<file path="config.mk">
export PLATFORM = sky130hd
export DESIGN_NAME = keypad_cmd_queue
export DESIGN_NICKNAME = d
export VERILOG_FILES = /design/src/rtl/keypad_cmd_queue.sv
export SDC_FILE = /design/constraint.sdc
export NUM_CORES = 1
export LEC_CHECK = 0
export BUFFER_PORTS_ARGS = -buffer_cell sky130_fd_sc_hd__buf_4
export CAP_MARGIN = 15
export CELL_PAD_IN_SITES_DETAIL_PLACEMENT = 1
export CELL_PAD_IN_SITES_GLOBAL_PLACEMENT = 2
export CORE_MARGIN = 4
export CORE_UTILIZATION = 41
export CTS_BUF_LIST = sky130_fd_sc_hd__clkbuf_16
export DETAILED_ROUTE_END_ITERATION = 6
export MAX_ROUTING_LAYER = met4
export PLACE_DENSITY = 0.8
export SYNTH_ARGS = -nofsm -noshare
export SYNTH_HDL_FRONTEND = slang
export SYNTH_SLANG_ARGS = --single-unit
</file>
<file path="constraint.sdc">
create_clock -name clk -period 4.45 [get_ports clk]
set_input_delay 0.445 -clock clk [delete_from_list [all_inputs] [get_ports clk]]
set_output_delay 0.445 -clock clk [all_outputs]
set_load 0.01 [all_outputs]
</file>
<file path="src/rtl/keypad_cmd_queue.sv">
// -----------------------------------------------------------------------------
// keypad_cmd_queue
//
// Takes the key code and key-down level from the 4x4 keypad scanner and turns
// them into maze commands. The module synchronises and debounces the input
// pair and maps keys to commands. It generates press and auto-repeat events
// and buffers them in a 4-entry FIFO. The maze logic drains that FIFO through
// a valid/ready handshake.
//
// Parameters:
//   DEBOUNCE       cycles the synchronised pair must be stable to be accepted
//   REPEAT_DELAY   cycles from a press event to the first auto-repeat
//   REPEAT_PERIOD  cycles between later auto-repeats
//   CNT_W          width of the debounce and repeat counters
//
// Ports:
//   clk        in   system clock
//   reset      in   asynchronous, active-high; clears all state
//   key_down   in   scanner key-pressed level (asynchronous to clk)
//   key_value  in   scanner key code 0-15
//   cmd_valid  out  FIFO non-empty
//   cmd        out  head command: 0 up, 1 down, 2 left, 3 right, 4 restart
//   cmd_ready  in   consumer takes the head on cmd_valid & cmd_ready
//   overflow   out  one-cycle pulse when a command is dropped (FIFO full)
// -----------------------------------------------------------------------------
module keypad_cmd_queue #(
  parameter int DEBOUNCE      = 1000000,
  parameter int REPEAT_DELAY  = 25000000,
  parameter int REPEAT_PERIOD = 10000000,
  parameter int CNT_W         = 25
) (
  input  logic       clk,
  input  logic       reset,
  input  logic       key_down,
  input  logic [3:0] key_value,
  output logic       cmd_valid,
  output logic [2:0] cmd,
  input  logic       cmd_ready,
  output logic       overflow
);

  localparam logic [CNT_W-1:0] DB_LAST     = CNT_W'(DEBOUNCE - 1);
  localparam logic [CNT_W-1:0] DELAY_LAST  = CNT_W'(REPEAT_DELAY - 1);
  localparam logic [CNT_W-1:0] PERIOD_LAST = CNT_W'(REPEAT_PERIOD - 1);
  localparam logic [CNT_W-1:0] CNT_ZERO    = {CNT_W{1'b0}};
  localparam logic [CNT_W-1:0] CNT_ONE     = {{(CNT_W-1){1'b0}}, 1'b1};
  localparam logic [CNT_W-1:0] CNT_MAX     = {CNT_W{1'b1}};
  localparam logic [2:0]       CMD_RESTART = 3'd4;

  typedef enum logic [1:0] {
    IDLE        = 2'd0,
    HOLD_FIRST  = 2'd1,
    HOLD_REPEAT = 2'd2
  } state_t;

  // Key-to-command map: bit 3 flags a mapped key, bits 2:0 carry the command.
  function automatic logic [3:0] map_key(input logic [3:0] code);
    logic [3:0] res;
    case (code)
      4'd2:    res = {1'b1, 3'd0};
      4'd8:    res = {1'b1, 3'd1};
      4'd4:    res = {1'b1, 3'd2};
      4'd6:    res = {1'b1, 3'd3};
      4'd15:   res = {1'b1, 3'd4};
      default: res = 4'b0000;
    endcase
    return res;
  endfunction

  // ---------------------------------------------------------------------------
  // Input synchroniser and debouncer
  // ---------------------------------------------------------------------------
  logic [4:0]       sync1_r;
  logic [4:0]       sync2_r;
  logic [4:0]       cand_r;
  logic [CNT_W-1:0] db_cnt_r;
  logic             dn_r;
  logic [3:0]       dv_r;
  logic             d_load_s;
  logic             dn_next_s;
  logic [3:0]       dv_next_s;

  // Two-flop synchroniser on the {key_down, key_value} pair.
  always_ff @(posedge clk or posedge reset) begin
    if (reset) begin
      sync1_r <= 5'd0;
      sync2_r <= 5'd0;
    end else begin
      sync1_r <= {key_down, key_value};
      sync2_r <= sync1_r;
    end
  end

  // Candidate tracking: restart the stability count whenever the pair moves.
  always_ff @(posedge clk or posedge reset) begin
    if (reset) begin
      cand_r   <= 5'd0;
      db_cnt_r <= CNT_ZERO;
    end else if (sync2_r != cand_r) begin
      cand_r   <= sync2_r;
      db_cnt_r <= CNT_ZERO;
    end else if (db_cnt_r != CNT_MAX) begin
      db_cnt_r <= db_cnt_r + CNT_ONE;
    end
  end

  // The event logic looks at the value D takes at this edge. A fresh press
  // is therefore queued on the same edge that the debounced pair updates.
  assign d_load_s  = (db_cnt_r == DB_LAST);
  assign dn_next_s = d_load_s ? cand_r[4]   : dn_r;
  assign dv_next_s = d_load_s ? cand_r[3:0] : dv_r;

  // Debounced pair D = {dn, dv}.
  always_ff @(posedge clk or posedge reset) begin
    if (reset) begin
      dn_r <= 1'b0;
      dv_r <= 4'd0;
    end else if (d_load_s) begin
      dn_r <= cand_r[4];
      dv_r <= cand_r[3:0];
    end
  end

  // ---------------------------------------------------------------------------
  // Press / auto-repeat FSM
  // ---------------------------------------------------------------------------
  state_t           state_r;
  state_t           state_next_s;
  logic [CNT_W-1:0] rep_cnt_r;
  logic             rise_s;
  logic             fall_s;
  logic             roll_s;
  logic             press_s;
  logic             repeat_s;
  logic             cnt_clr_s;

  assign rise_s = ~dn_r & dn_next_s;
  assign fall_s = dn_r & ~dn_next_s;
  // Rollover: still held, but the scanner now reports a different key.
  assign roll_s = dn_r & dn_next_s & (dv_next_s != dv_r);

  // FSM state register.
  always_ff @(posedge clk or posedge reset) begin
    if (reset) begin
      state_r <= IDLE;
    end else begin
      state_r <= state_next_s;
    end
  end

  // FSM next-state logic; a release outranks rollover, which outranks the timer.
  always_comb begin
    state_next_s = state_r;
    case (state_r)
      IDLE: begin
        if (rise_s) begin
          state_next_s = HOLD_FIRST;
        end else begin
          state_next_s = IDLE;
        end
      end
      HOLD_FIRST: begin
        if (fall_s) begin
          state_next_s = IDLE;
        end else if (roll_s) begin
          state_next_s = HOLD_FIRST;
        end else if (rep_cnt_r == DELAY_LAST) begin
          state_next_s = HOLD_REPEAT;
        end else begin
          state_next_s = HOLD_FIRST;
        end
      end
      HOLD_REPEAT: begin
        if (fall_s) begin
          state_next_s = IDLE;
        end else if (roll_s) begin
          state_next_s = HOLD_FIRST;
        end else begin
          state_next_s = HOLD_REPEAT;
        end
      end
      default: state_next_s = IDLE;
    endcase
  end

  // FSM outputs: event strobes and repeat-counter clear.
  always_comb begin
    press_s   = 1'b0;
    repeat_s  = 1'b0;
    cnt_clr_s = 1'b0;
    case (state_r)
      IDLE: begin
        if (rise_s) begin
          press_s   = 1'b1;
          cnt_clr_s = 1'b1;
        end else begin
          press_s   = 1'b0;
        end
      end
      HOLD_FIRST: begin
        if (fall_s) begin
          cnt_clr_s = 1'b0;
        end else if (roll_s) begin
          press_s   = 1'b1;
          cnt_clr_s = 1'b1;
        end else if (rep_cnt_r == DELAY_LAST) begin
          repeat_s  = 1'b1;
          cnt_clr_s = 1'b1;
        end else begin
          cnt_clr_s = 1'b0;
        end
      end
      HOLD_REPEAT: begin
        if (fall_s) begin
          cnt_clr_s = 1'b0;
        end else if (roll_s) begin
          press_s   = 1'b1;
          cnt_clr_s = 1'b1;
        end else if (rep_cnt_r == PERIOD_LAST) begin
          repeat_s  = 1'b1;
          cnt_clr_s = 1'b1;
        end else begin
          cnt_clr_s = 1'b0;
        end
      end
      default: begin
        press_s   = 1'b0;
        repeat_s  = 1'b0;
        cnt_clr_s = 1'b0;
      end
    endcase
  end

  // Repeat timer: counts hold cycles since the last event while a key is held.
  always_ff @(posedge clk or posedge reset) begin
    if (reset) begin
      rep_cnt_r <= CNT_ZERO;
    end else if (cnt_clr_s) begin
      rep_cnt_r <= CNT_ZERO;
    end else if ((state_r != IDLE) && (rep_cnt_r != CNT_MAX)) begin
      rep_cnt_r <= rep_cnt_r + CNT_ONE;
    end
  end

  // ---------------------------------------------------------------------------
  // Event filter: unmapped keys never queue; restart never auto-repeats.
  // ---------------------------------------------------------------------------
  logic [3:0] key_code_s;
  logic [2:0] push_code_s;
  logic       push_s;

  assign key_code_s  = map_key(dv_next_s);
  assign push_code_s = key_code_s[2:0];
  assign push_s      = key_code_s[3] &
                       (press_s | (repeat_s & (push_code_s != CMD_RESTART)));

  // ---------------------------------------------------------------------------
  // 4-entry command FIFO with registered head
  // ---------------------------------------------------------------------------
  logic [2:0] mem_r [4];
  logic [1:0] wr_ptr_r;
  logic [1:0] rd_ptr_r;
  logic [2:0] count_r;
  logic [2:0] count_next_s;
  logic [2:0] cmd_r;
  logic [2:0] head_next_s;
  logic       cmd_valid_r;
  logic       overflow_r;
  logic       pop_s;
  logic       full_s;
  logic       wr_en_s;
  logic       drop_s;

  assign pop_s   = cmd_ready & (count_r != 3'd0);
  assign full_s  = (count_r == 3'd4);
  // When full, a simultaneous pop frees the slot that the push reuses.
  assign wr_en_s = push_s & (~full_s | pop_s);
  assign drop_s  = push_s & full_s & ~pop_s;

  // Occupancy after this edge.
  always_comb begin
    count_next_s = count_r;
    case ({wr_en_s, pop_s})
      2'b10:   count_next_s = count_r + 3'd1;
      2'b01:   count_next_s = count_r - 3'd1;
      default: count_next_s = count_r;
    endcase
  end

  // Head after this edge. It is the next stored entry on a pop of a deep
  // queue, or the incoming command when it lands at the front. Otherwise
  // the head is held, which also keeps the last value while empty.
  always_comb begin
    head_next_s = cmd_r;
    if (pop_s && (count_r > 3'd1)) begin
      head_next_s = mem_r[rd_ptr_r + 2'd1];
    end else if (wr_en_s && ((count_r == 3'd0) || (pop_s && (count_r == 3'd1)))) begin
      head_next_s = push_code_s;
    end else begin
      head_next_s = cmd_r;
    end
  end

  // FIFO storage and pointers.
  always_ff @(posedge clk or posedge reset) begin
    if (reset) begin
      for (int i = 0; i < 4; i++) begin
        mem_r[i] <= 3'd0;
      end
      wr_ptr_r <= 2'd0;
      rd_ptr_r <= 2'd0;
      count_r  <= 3'd0;
    end else begin
      if (wr_en_s) begin
        mem_r[wr_ptr_r] <= push_code_s;
        wr_ptr_r        <= wr_ptr_r + 2'd1;
      end
      if (pop_s) begin
        rd_ptr_r <= rd_ptr_r + 2'd1;
      end
      count_r <= count_next_s;
    end
  end

  // Registered outputs.
  always_ff @(posedge clk or posedge reset) begin
    if (reset) begin
      cmd_r       <= 3'd0;
      cmd_valid_r <= 1'b0;
      overflow_r  <= 1'b0;
    end else begin
      cmd_r       <= head_next_s;
      cmd_valid_r <= (count_next_s != 3'd0);
      overflow_r  <= drop_s;
    end
  end

  assign cmd       = cmd_r;
  assign cmd_valid = cmd_valid_r;
  assign overflow  = overflow_r;

endmodule

</file>
==> results.txt, run 1 <==
The global-route track usage on met1 came out at 23.99%. The endpoint identified for the worst register-to-register timing path is mem_r[11]. Setup repair after global routing left no endpoint under its margin. The total routed wirelength came out at 11,990 microns.

The clock tree from TritonCTS is done. The count of clock tree sinks is 96. The global-route wire length before repair is 21,090 microns. Summing over every cut layer, the via total after detailed routing is 3,877. The via count of the first global-routing pass came to 4,153. For this run, global-route usage on met2 was measured as 29.69%. Clock tree synthesis selected as its root buffer the cell sky130_fd_sc_hd__clkbuf_16. The path with the worst hold slack has its endpoint at sync1_r[3].

In this run the deepest clock path goes through 2 buffers. The global routing stage identified its most utilized layer as met2. The net count after synthesis came out at 550. The core area came out at 0.01221 sq mm.

For the worst-skew pair, the clock arrives at the later sink with an insertion delay of 0.36 ns. The launch point of the worst reg-to-reg path is db_cnt_r[7]. The clock skew is 0.008759 ns.

The run finished with clean final reports. Setup violations remaining at the end of the flow were counted as 0. The number of nets at the end of the flow came out at 563.

Synthesis produced 528 cells. The count of warnings emitted by yosys is 0. The total clock buffers created by CTS is 9. The maximum VDD drop came out at 0.0002390 V. The worst setup path is captured at a register. The worst-case headroom to the max-slew limit is 39.56%. The filler cells instantiated in the layout total 1,391. The final count of hold timing violations was 0. The ratio of routed vias to standard cells is 5.430. The transition time of the tightest slew-check pin came out at 0.8984 ns. The layout overhead on the synthesized area came out at 11.11%. The die width came out at 120.7 microns.

The total grt overflow is 0. After synthesis, the netlist uses 53 different library cells. The period utilization is 81.84%.

Once routing completed, OpenROAD measured the worst setup slack at 0.8083 ns. The hold-critical path depth came out at 1. The total die area is 0.01456 sq mm. After detailed routing, the number of remaining DRC violations is 0.

The netlist area before placement is 0.005204 sq mm. The sequential fraction of the synthesis area came out at 46.16%. The number of top-level design ports came out at 13. The setup slack of the most critical reg-to-reg path is 0.81 ns. In this run the worst hold path is classified as in2reg. The leakage power summed over all cells came out at 2.546 nW.

The library cell used most frequently in the layout, excluding fill and tap cells, is sky130_fd_sc_hd__dfrtp_1. The number of antenna diodes is 0. The synthesized flop and latch total is 96.

The initial antenna violation count came out at 0. The count of input and output buffers came out at 12. The mean area per synthesized cell is 9.856 sq um. The path depth of the worst reg2reg path is 8. For this run, the leading register cell type out of synthesis is sky130_fd_sc_hd__dfrtp_1.

In the synthesized netlist the async set-or-reset flop fraction comes to 100.0%. The startpoint-to-endpoint class of the critical path is reg2reg. The highest net fanout along the worst path came out at 15. The number of buffers added to fix hold violations after cts came out at 0. The final count of pins violating max slew is 0. The number of detailed-route iterations in the first pass is 4. Summed over all nets, the half-perimeter wirelength after detailed placement is 8703 microns.

For this run, global-route usage on met3 was measured as 4.303%. The final period demand of the worst path is 3.642 ns. The pre-CTS worst setup slack came out at 0.8106 ns. The power per cell area is 344.0 mW/mm^2. The number of maximum-capacitance constraint violations came out at 0. The largest net degree at the start of global routing came out at 66. The total design power is 1.989 mW. The count of nets left with antenna violations once routing finished came out at 0. The worst hold path begins at key_value[3]. The global placer's final weighted congestion is 0.8669. The final setup TNS is 0 ns. The routed wire length per instance is 16.79 microns.

Of the cells placed in the final design, the portion with a size suffix greater than 1 is 11.17%. The worst setup path is launched from a register. In this run the vertical extent of the chip is 120.7 microns. The number of gates resized after CTS was 0.

The initial core utilization is 42.61%. The total global-route track usage came out at 18.48%. The DRC violation total after the first TritonRoute iteration is 193. The number of synthesized flops with an enable pin is 0.

The clock tree synthesis step divided the H-tree into 3 levels. The arrival time at the worst endpoint came out at 3.89 ns. The number of core rows came out at 40. The clock-pin slew on the worst setup and hold paths is 0.08 ns. The top cell types in the final layout, fill and taps aside, are sky130_fd_sc_hd__dfrtp_1 (96), sky130_fd_sc_hd__nor2_1 (68), sky130_fd_sc_hd__nand2_1 (49).

The data required time of the worst path came out at 4.69 ns. Timing would allow up to 274.6 MHz. The total setup buffers inserted after CTS came out at 0.
[worst max-delay path by stage]
stage,from,endpoint,slack (ns),cells after the start
floorplan,db_cnt_r[7],mem_r[0],1.30,9
global placement,db_cnt_r[7],mem_r[3],0.90,8
detailed placement,db_cnt_r[7],mem_r[11],0.81,8
CTS,db_cnt_r[7],mem_r[11],0.79,8
global route,db_cnt_r[7],mem_r[11],0.65,8
finish,db_cnt_r[7],mem_r[11],0.81,8
[layer usage]
layer | routed length [microns] | vias up
li1 | - | 1882
met1 | 5787 | 1954
met2 | 5778 | 30
met3 | 284 | 11
met4 | 136 | 0
met5 | 0 | -
[through the flow]
step	util [%]	hold WS, ns	instances	cell area [sq um]
after floorplan	-	0.3312	528	5204
after global placement	44.78	0.3347	697	5469
after detailed placement	44.78	0.3380	697	5469
after CTS	47.24	0.1800	713	5769
after global routing	47.35	0.1679	714	5782
final	47.35	0.1918	714	5782
[where the power goes]
group / total (mW) / switching (mW) / internal (mW)
sequential: 0.953 / 0.0473 / 0.906
combinational: 0.254 / 0.151 / 0.103
clock: 0.782 / 0.383 / 0.399
[worst max-delay path, cell delays in order, from the launching register on]
cell and delay, ns:
sky130_fd_sc_hd__dfrtp_1 0.45, sky130_fd_sc_hd__or4b_1 0.56, sky130_fd_sc_hd__or3_1 0.36, sky130_fd_sc_hd__or4_4 0.55
sky130_fd_sc_hd__and2_4 0.20, sky130_fd_sc_hd__a221oi_4 0.65, sky130_fd_sc_hd__and2_4 0.36, sky130_fd_sc_hd__nand2_4 0.09
sky130_fd_sc_hd__mux2_4 0.30
[cells by family after synthesis]
logic type	share of synthesized area, %
muxes	5.915
and+or+nand+nor	24.96
xor gates and xnor gates	9.762
adders and majority gates	3.366
buffers and inverters	2.957
DFF	46.16
AOI/OAI and AO/OA	6.877
[cell type report]
class	instances	area [sq um]	share of cell area, %
inverters	21	81.33	1.407
well taps	168	210.2	3.636
multi-input cells	395	2648	45.79
flip-flops and latches	96	2402	41.55
repair buffers	18	140.1	2.424
clock inverters	7	75.07	1.298
clock buffers	9	225.2	3.895
[flip-flops by register name, summed over array words and instances, names as in the netlist, 4 cells and up]
signal,count
cand_r,5
db_cnt_r,25
dv_r,4
mem_r,12
rep_cnt_r,25
sync1_r,5
sync2_r,5
[cells in the mapped netlist, drive strengths merged (10+ instances only)]
master  number  area (sq um)
dfrtp       96          2402
ha          14         175.2
nor4        13         81.33
xor2        36         315.3
inv         21         78.83
nor3        14         70.07
mux2        12         180.2
a21oi       10         50.05
clkbuf      14         52.55
nand4       18         112.6
xnor2       22         192.7
nand3       33         165.2
nor2        68         255.2
nand2       53         229.0
o21ai       15         75.07
No activity file was read; power rests on OpenSTA's default activity.
==> run 2: changes to the inputs <==
CORE_UTILIZATION = 37   (was 41)
PLACE_DENSITY = 0.76   (was 0.8)
clock period = 3.14 ns   (was 4.45 ns; I/O delays follow)
==> run 2 against run 1 <==
Compared with the run above:
- final cell count is 5.9% higher
- worst setup slack got worse by 0.75 ns
- clock power rose by 42%
==> results.txt, run 2 (synthesis gave the netlist of run 1 again) <==
Leaving out fill and tap cells, the most frequent cell in the layout is sky130_fd_sc_hd__dfrtp_1. The total number of H-tree levels came to 3 (unchanged). Leaving out fill and tap cells, the most frequent cells in the layout are sky130_fd_sc_hd__dfrtp_1 (96), sky130_fd_sc_hd__nor2_1 (68), sky130_fd_sc_hd__nand2_1 (48). The initial antenna violation count was 0 (unchanged). The count of clock tree sinks came out at 96 (unchanged). The total global-route track usage was 17.36% (-1.1 points). The highest net fanout along the worst path came out at 5 (-10). The global placer's final weighted congestion is 0.8318 (-4.0%). The total routed wirelength is 12,630 microns (+5.3%). The die height is 126.6 microns (+4.9%). In the final layout, the registers with the most flip-flops are db_cnt_r: 25 flops, rep_cnt_r: 25 flops, mem_r: 12 flops. The maximum frequency from static timing analysis was 324.2 MHz (+18%). Walking the worst path, the cells encountered are or4b_4, or3_4, or4_4, and2_4, a221oi_4, and2_4, nand2_4, mux2_4. The global-route wire length before repair came out at 21,940 microns (+4.0%).

The largest net degree at the start of global routing came out at 59 (-11%). The final cell count without fillers is 756 (+5.9%). The number of failing setup endpoints in the final timing report was 0 (unchanged). The die width came out at 126.6 microns (+4.9%).

The final period demand of the worst path is 3.085 ns (-0.5570 ns). The run finished with clean final reports. The number of maximum-capacitance constraint violations is 0 (unchanged). The multi-input logic area is 0.002686 sq mm (+1.5%). The period utilization is 98.24% (+16 points). The leakage power summed over all cells was 2.692 nW (+5.7%). The number of top-level design ports is 13 (unchanged).

The data required time of the worst path came out at 3.38 ns (-1.31 ns). The post-detailed-placement half-perimeter wirelength came to 9466 microns (+8.8%). The final count of pins violating max slew came out at 0 (unchanged). The total number of vias is 3,986 (+2.8%).

The worst-case headroom to the max-slew limit came out at 50.50% (+11 points). The most used cell along the critical path is sky130_fd_sc_hd__and2_4. The arrival time at the worst endpoint is 3.33 ns (-0.56 ns). The total design power came to 2.837 mW (+43%). The power per cell area was 467.1 mW/mm^2 (+36%). The slowest stage cell on the critical path is sky130_fd_sc_hd__or4b_4. The kind of end point of the critical path is a register. The number of filler cells placed in the layout is 1,561 (+12%). The share of layout cells above drive strength 1 is 17.36% (+6.2 points). The area growth from synthesis to layout is 16.73%.

The clock skew is 0.008797 ns (+0.00003847 ns). Setup repair after global routing could not meet its margin everywhere. The number of buffers added to fix hold violations after cts is 0 (unchanged).

The maximum VDD drop is 0.0002061 V (-14%). The clock-pin slew on the worst setup and hold paths came to 0.08 ns (about the same). The remaining antenna violation count came out at 0 (unchanged). The initial core utilization came to 37.63% (-5.0 points). The DRC violation total after the first TritonRoute iteration is 222 (+15%). The routed wire length per instance came out at 16.70 microns (-0.51%). The post-placement cell count is 737 (+5.7%). The delay of the slowest cell on the worst path came out at 0.52 ns (-0.13 ns). The tightest min-delay check is of the in2reg type. The final count of hold timing violations is 0 (unchanged). The number of nets at the end of the flow came out at 593 (+5.3%). The kind of launch point of the worst setup path is a register.

The number of core rows was 43 (+7.5%). The transition time of the tightest slew-check pin is 0.7426 ns (-0.1558 ns). TritonCTS built the clock tree. The total grt overflow is 0 (unchanged). In this run the clock root is driven by a sky130_fd_sc_hd__clkbuf_16. The total die area came out at 0.01603 sq mm (+10%).

The ratio of routed vias to standard cells came out at 5.272 (-2.9%). The number of detailed-route iterations in the first pass came out at 4 (unchanged). The area taken by flip-flops and latches is 0.002402 sq mm (unchanged).

The number of buffers between clock root and the deepest sink came out at 2 (unchanged). The insertion delay of the later-clocked pin in the worst-skew pair came to 0.36 ns (about the same). The number of antenna diodes came out at 0 (unchanged). The total clock buffers created by CTS is 9 (unchanged). The core area was 0.01383 sq mm (+13%). The final worst hold slack came to 0.05720 ns (-0.1346 ns).

The number of remaining DRC errors came out at 0 (unchanged). The via count of the first global-routing pass was 4,310 (+3.8%). The count of input and output buffers came to 12 (unchanged).

The startpoint-to-endpoint class of the critical path is reg2reg.
==> run 2: cell types whose count changed in the layout (fill, tap and decap cells not counted), sizes merged <==
cell,previous run,this run
dlymetal6s2s,1,0
inv,25,24
clkinvlp,1,2
buf,17,48
==> run 2: final cells by class <==
class | instances | share of cell area [%]
Multi-Input combinational cell | 395 | 44.22
Sequential cell | 96 | 39.55
Timing Repair Buffer | 48 | 6.262
Clock buffer | 9 | 3.708
Tap cell | 180 | 3.708
Inverter | 21 | 1.339
Clock inverter | 7 | 1.215
==> run 2: routing by layer <==
metal,GRT usage (%),routed length (microns)
met4,4.984,162
met2,28.18,6381
met3,3.200,330
met1,22.33,5753
met5,-,0
==> run 2: critical path: cells and delay by family, from the launching register on <==
family,cells,cell delay [ns]
DFF,1,0.40
and+or+nand+nor,6,1.91
muxes,1,0.31
AOI/OAI and AO/OA,1,0.37
==> run 2: per-stage QoR <==
step	setup TNS, ns	setup WS, ns	util [%]	area (sq um)
after floorplan	0	0.005625	-	5209
after global placement	0	0.03672	41.31	5712
after detailed placement	-0.08326	-0.06873	41.31	5712
after CTS	0	0.003919	43.71	6043
after global routing	-0.8122	-0.07632	43.93	6075
final	0	0.05531	43.93	6075
==> run 2: path summary, 6_finish.rpt <==
kind / startpoint / cells after the start / to / slack (ns)
setup / recovery: db_cnt_r[8] / 8 / mem_r[5] / 0.06
hold / removal: key_value[0] / 1 / sync1_r[0] / 0.06
setup reg to reg: db_cnt_r[8] / 8 / mem_r[5] / 0.06
hold reg to reg: sync1_r[4] / 0 / sync2_r[4] / 0.35
max in group asynchronous: reset / 3 / count_r[2] / 2.38
min in group asynchronous: reset / 2 / rep_cnt_r[4] / 0.10
==> run 2: repair_timing <==
action	4_1_cts	5_1_grt
resized for setup	2	11
setup endpoints to repair	8	27
pin swaps	2	8
buffers inserted	3	0
==> run 2: report_power, final <==
part           switching (mW)  internal [mW]  total [mW]  leakage (nW)
clock network           0.543          0.562        1.11         0.140
logic                   0.228          0.154       0.382          1.27
registers              0.0657           1.28        1.35          1.28
total                   0.837           2.00        2.84          2.69
